`src/rtl/mem_arbiter.sv`:
```
// mem_arbiter: two-port (0=CPU, 1=loader) arbiter sequencing ce+w/r then ce+oe strobes to memory, acking the winner
module mem_arbiter #(
  parameter bit RR = 1'b1
) (
  input  logic        clk,
  input  logic        rst,
  input  logic        req0,
  input  logic        we0,
  input  logic [15:0] addr0,
  input  logic [7:0]  wdata0,
  output logic        ack0,
  input  logic        req1,
  input  logic        we1,
  input  logic [15:0] addr1,
  input  logic [7:0]  wdata1,
  output logic        ack1,
  output logic [7:0]  rdata,
  output logic        busy,
  output logic        mem_ce,
  output logic        mem_w,
  output logic        mem_r,
  output logic        mem_oe,
  output logic [15:0] mem_addr,
  output logic [7:0]  mem_wdata,
  input  logic [7:0]  mem_rdata
);
  typedef enum logic [1:0] {IDLE, CMD, RD, DONE} state_t;
  state_t      state;
  logic        last, sel, we_l, gnt, g_we;
  logic [15:0] g_addr;
  logic [7:0]  g_wdata;
  always_comb begin
    gnt     = (req0 && req1) ? (RR ? ~last : 1'b0) : req1;
    g_we    = gnt ? we1 : we0;
    g_addr  = gnt ? addr1 : addr0;
    g_wdata = gnt ? wdata1 : wdata0;
  end
  always_ff @(posedge clk) begin
    if (rst) begin
      state     <= IDLE;
      last      <= 1'b1;
      sel       <= 1'b0;
      we_l      <= 1'b0;
      rdata     <= 8'h00;
      busy      <= 1'b0;
      ack0      <= 1'b0;
      ack1      <= 1'b0;
      mem_ce    <= 1'b0;
      mem_w     <= 1'b0;
      mem_r     <= 1'b0;
      mem_oe    <= 1'b0;
      mem_addr  <= 16'h0000;
      mem_wdata <= 8'h00;
    end else begin
      case (state)
        IDLE: if (req0 || req1) begin
          state     <= CMD;
          sel       <= gnt;
          last      <= gnt;
          we_l      <= g_we;
          mem_addr  <= g_addr;
          mem_wdata <= g_wdata;
          mem_ce    <= 1'b1;
          mem_w     <= g_we;
          mem_r     <= ~g_we;
          busy      <= 1'b1;
        end
        CMD: begin
          state  <= we_l ? DONE : RD;
          mem_ce <= ~we_l;
          mem_oe <= ~we_l;
          mem_w  <= 1'b0;
          mem_r  <= 1'b0;
          ack0   <= we_l & ~sel;
          ack1   <= we_l & sel;
        end
        RD: begin
          state  <= DONE;
          rdata  <= mem_rdata;
          mem_ce <= 1'b0;
          mem_oe <= 1'b0;
          ack0   <= ~sel;
          ack1   <= sel;
        end
        DONE: begin
          state <= IDLE;
          ack0  <= 1'b0;
          ack1  <= 1'b0;
          busy  <= 1'b0;
        end
        default: state <= IDLE;
      endcase
    end
  end
endmodule

```
`config.mk`:
```
export PLATFORM = sky130hd
export DESIGN_NAME = mem_arbiter
export DESIGN_NICKNAME = d
export VERILOG_FILES = /design/src/rtl/mem_arbiter.sv
export SDC_FILE = /design/constraint.sdc
export NUM_CORES = 1
export LEC_CHECK = 0
export ABC_AREA = 0
export BUFFER_PORTS_ARGS = -buffer_cell sky130_fd_sc_hd__buf_2
export CAP_MARGIN = 0
export CELL_PAD_IN_SITES_DETAIL_PLACEMENT = 0
export CELL_PAD_IN_SITES_GLOBAL_PLACEMENT = 1
export CORE_MARGIN = 3
export CORE_UTILIZATION = 32
export DETAILED_ROUTE_END_ITERATION = 12
export PLACE_DENSITY_LB_ADDON = 0.1
export SLEW_MARGIN = 40
export SYNTH_ARGS = -nofsm -noshare
export SYNTH_HDL_FRONTEND = slang
export SYNTH_SLANG_ARGS = --single-unit
```
`constraint.sdc`:
```
create_clock -name clk -period 1.87 [get_ports clk]
set_input_delay 0.374 -clock clk [delete_from_list [all_inputs] [get_ports clk]]
set_output_delay 0.374 -clock clk [all_outputs]
set_load 0.005 [all_outputs]
```
# Word-level counts from Yosys, hierarchy flattened
# Index checks and enable logic that the tools add are counted.
dict set report word_totals {
  out_inout_bits 39
  word_cells 53
  input_bits 62
  reg_bits 44
}
dict set report op_classes {
  bitwise_logic 6
  eq_ne 4
  mux 17
  n_reduce_logical 12
}
# op count
set ops {}
lappend ops {{16-bit two-way mux} 1}
lappend ops {{1-bit one-hot mux with 3 select lines} 3}
lappend ops {{8-bit two-way mux} 1}
lappend ops {{1-bit one-hot mux with 2 select lines} 4}
lappend ops {{2-bit one-hot mux with 4 select lines} 1}
lappend ops {{2-bit AND reduction} 4}
lappend ops {{1-bit two-way mux} 6}
lappend ops {{2-bit nonzero test} 3}
lappend ops {{3-bit nonzero test} 2}
lappend ops {{2-bit == test, second input constant} 2}
lappend ops {{1-bit inverter} 4}
lappend ops {{1-bit AND} 2}
lappend ops {{2-bit by 1-bit == test with 1-bit output, second input constant} 1}
lappend ops {{2-bit logical NOT} 1}
lappend ops {{2-bit two-way mux} 1}
lappend ops {{2-bit inequality test, second input constant} 1}
lappend ops {{1-bit logical AND} 1}
lappend ops {{1-bit logical OR} 1}

# Depth between registers and ports, before layout
dict set report depth {
  depth_word 6
  depth_mapped 7
  depth_no_buf 5
}

# Least setup slack after synthesis
# Ideal clock, no wire load.
dict set report synth_path {
  path_kind {reg2reg}
  start {register state[0]}
  end {register mem_w}
  synth_period_minus_slack_ns 1.484
  slack_ns 0.386
  arrival_time_ns 1.392
  path_buffers 0
  setup_ns 0.092
  stages_incl_launch_ff 6
  required_time_ns 1.778
  cell_sequence {dfxtp_1 -> inv_1 -> ha_1 -> nor3b_1 -> nor2_1 -> o32ai_1}
}
dict set report synth_between {
  elab_chain_cells 3
  elab_cells_between_ends 6
  cone_classes {eq/ne: 2; mux: 1; reduce/logical: 3}
}
# element line
set synth_rtl {}
lappend synth_rtl {{from (decl)} 28} ;# state_t state;
lappend synth_rtl {{from (signal assigned)} 69} ;# state <= we_l ? DONE : RD;
lappend synth_rtl {{2-bit by 1-bit == test with 1-bit output / 2-bit logical NOT (equally long branches)} 55} ;# case (state)
lappend synth_rtl {{2-bit nonzero test (no source line) / 2-bit inequality test (equally long branches)} -}
lappend synth_rtl {{2-bit AND reduction (no source line)} -}
lappend synth_rtl {{to (signal assigned)} 64} ;# mem_w <= g_we;
lappend synth_rtl {{to (decl)} 20} ;# output logic mem_w,
# Parallel ways exist; a longest one is shown, timed or not.
# A chain may end at the register's enable or synchronous reset.

# Worst setup path after layout
dict set report layout_path {
  start {register state[0]}
  end {register mem_ce}
}
dict set report layout_between {
  elab_chain_cells 3
  elab_cells_between_ends 7
  cone_classes {eq/ne: 3; mux: 1; reduce/logical: 3}
}
# element line
set layout_rtl {}
lappend layout_rtl {{2-bit == test, or another cell as far along} 55}
lappend layout_rtl {{3-bit nonzero test (no source line) / 2-bit inequality test (equally long branches)} -}
lappend layout_rtl {{2-bit AND reduction (no source line)} -}
lappend layout_rtl {{to (signal assigned)} 70} ;# mem_ce <= ~we_l;
lappend layout_rtl {{to (decl)} 19} ;# output logic mem_ce,
# Parallel ways exist; a longest one is shown, timed or not.

==> impl_metrics.py <==
metrics = {
    "synth": {
        "synth.cell_area_mm2": 0.001976,
        "synth_top_flop_cell": "dfxtp_1",
        "synthArstFlopShare_pct": 0,
        "yosysSeqAreaShare_pct": 44.59,
        "syn_inst": 203,
        "syn_nets": 271,
        "ys_ff_latch": 44,
        "ys.warnings.count": 0,
        "synth.top_cell.area_share_pct": 44.59,
        "synthTopCellsByCount": "44 x dfxtp_1, 40 x nor2_1, 35 x mux2i_1",
        "yosys.cell_count.top_type": "dfxtp_1",
        "synth_top_cell_by_area": "dfxtp_1",
        "ys_types": 30,
        "synth_edf_count": 0,
        "postSynthAreaPerCell_um2": 9.732,
        "synth_area_leaders": "dfxtp_1 45%, mux2i_1 18%, a211oi_1 10%",
    },
    "sta": {
        "setup_viol": 0,
        "max_freq_ghz": 0.5844,
        "finalSetupTns_ns": 0,
        "finClkSkew_ns": 0.008818,
        "slew_headroom_pct": 67.99,
        "worst_pin_slew_ns": 0.4801,
        "hold_viol": 0,
        "drv_slew": 0,
        "min_period_over_period_pct": 91.51,
        "min_period_ns": 1.711,
        "rsz0062_at_grt": "false",
    },
    "drt": {
        "drtPass1Iterations": 3,
        "via_count": 1745,
        "viasPerCell": 4.653,
        "antenna_left": 0,
        "drt_iter0_markers": 71,
        "remaining_drc_errors": 0,
        "wl_mm": 4.930,
        "wl_per_cell_um": 13.15,
    },
    "worst_setup_path": {
        "cp.required_ns": 2.10,
        "endpoint_kind": "flop",
        "cp_num_buf_inv": 2,
        "path_class": "flop to flop",
        "path_cells": "inv_1 > ha_1 > nor3b_1 > buf_4 > or3_1 > a21oi_1",
        "crit_family": "simple AND/OR/NAND/NOR gates",
        "crit_arrival_ns": 1.94,
        "worstPathMaxFanout": 7,
        "cpPeakStageDelay_ns": 0.42,
        "critPathSlowestCell": "dfxtp_1",
        "startpoint_type": "flop",
    },
    "grt": {
        "antenna_found_initial": 0,
        "grt_max_degree": 51,
        "grt_pass1_vias": 1768,
        "grt_use_total_pct": 14.18,
        "grt_pass1_wl_mm": 8.376,
        "grt_remaining_overflow": 0,
    },
    "floorplanning": {
        "start_util_pct": 34.40,
        "core_area_mm2": 0.005743,
        "dieArea_mm2": 0.007153,
        "die-width_um": 84.58,
        "io_pins": 101,
        "die_h_um": 84.58,
        "rows": 27,
    },
    "finish": {
        "drive_gt1_share_pct": 39.60,
        "syn_to_final_growth_pct": 34.01,
        "fillerInstances": 611,
        "n_antenna_cell": 0,
        "nNetsFinal": 370,
    },
    "cts": {
        "ctsHoldBuffers": 0,
        "cts-root-buf": "clkbuf_8",
        "cts_tree": "built",
        "cts-resized-gates": 0,
        "htreeDepth": 2,
        "postCtsSetupBuffers": 0,
        "cts_num_sinks": 44,
        "insertion_delay_ns": 0.29,
        "numCtsBuffers": 5,
        "clk_pin_slew_worst_paths_ns": 0.09,
        "cts_max_path_buffers": 2,
    },
    "placed_design": {
        "io_buffers": 100,
        "gp_congestion": 0.7152,
        "hpwlAfterDp_mm": 3.659,
    },
    "power": {
        "p_leak_uw": 0.001248,
        "ir_worst_vdd_v": 0.0006281,
        "p_per_area_mw_per_mm2": 1442,
        "power.total_uw": 3818,
    },
    "hold_path": {
        "hold_path.class": "input port to flop",
    },
    "job": {
        "cap_violations": 0,
    },
    "status": {
        "status": "completed",
    },
}
==> where the power goes <==
group	internal [uW]	switching, uW
Clock	295	320
Sequential	1270	183
Combinational	836	910
Total	2400	1410
==> final cells by class <==
type                    count  area, um2  share of cell area [%]
inverters                   4      15.01                  0.5671
multi-input cells         139      983.4                   37.15
clock buffers               6      82.58                   3.119
flip-flops and latches     44      880.8                   33.27
well taps                  72      90.09                   3.403
repair buffers            108      585.6                   22.12
clock inverters             2      10.01                  0.3781
==> path summary, 6_finish.rpt <==
kind	start	slack, ns	depth (start not counted)	endpoint
worst max-delay path	state[0]	0.16	6	mem_ce
worst min-delay path	mem_rdata[4]	0.31	3	rdata[4]
worst max register to register	state[0]	0.16	6	mem_ce
worst min register to register	ack1	0.46	2	ack1
==> cells by family (layout without fill, tap and decap cells) <==
group                    after synthesis  count (layout)  synth area share [%]
AND/OR/NAND/NOR                       53              53                 11.46
AO/OA/AOI/OAI                         44              44                 15.77
flip-flops                            44              44                 44.58
multiplexers                          36              36                 18.30
buffers and inverters                 20             120                 6.080
adder cells (fa/ha/maj)                6               6                 3.800
==> per-layer routing <==
metal	track usage, %	share of wire, %	vias up
met3	5.692	9.3	6
met2	22.78	44	65
met5	0	0	-
met4	3.453	0.95	0
li1	-	-	916
met1	17.75	45	758
==> metrics by stage <==
step           cell area (um2)  setup slack (ns)  hold slack [ns]  cells  util, %
5_1_grt                   2648           0.05961           0.3126    375    46.10
3_5_place_dp              2555            0.1868           0.4520    367    44.49
6_report                  2648            0.1588           0.3067    375    46.10
3_3_place_gp              2555            0.2454           0.4446    367    44.49
4_1_cts                   2648            0.1576           0.2988    375    46.10
2_1_floorplan             1976            0.3859           0.4483    203        -
==> state kept, by name, indices dropped and copies added (netlist names) <==
register	flops
mem_addr	16
mem_wdata	8
rdata	8
state	2
ack0	1
ack1	1
busy	1
last	1
mem_ce	1
mem_oe	1
mem_r	1
mem_w	1
sel	1
we_l	1
==> tightest hold or removal path: cells and delay by family <==
family	cells	cell delay (ns)
simple gates	1	0.07
mux	1	0.05
buf+inv	1	0.07
==> placed cells by master (no fill, tap or decap), drive strengths merged <==
cell     netlist  final
a21boi         1      1
nand2          3      3
o32ai          1      1
o2bb2ai        1      1
nor4           1      1
or3b           1      1
nor3b          1      1
dfxtp         44     44
inv            4      4
a31oi          1      1
a211oi        27     27
nor2b          2      2
or3            2      2
clkbuf         8      6
o21a           1      1
mux2           1      1
buf            8    108
o21ai          5      5
or2            1      1
ha             6      6
a211o          1      1
a22oi          1      1
clkinv         0      2
nor3           1      1
mux2i         35     35
nor2          40     40
nand2b         1      1
a21oi          5      5
No activity file was read; power rests on OpenSTA's default activity.
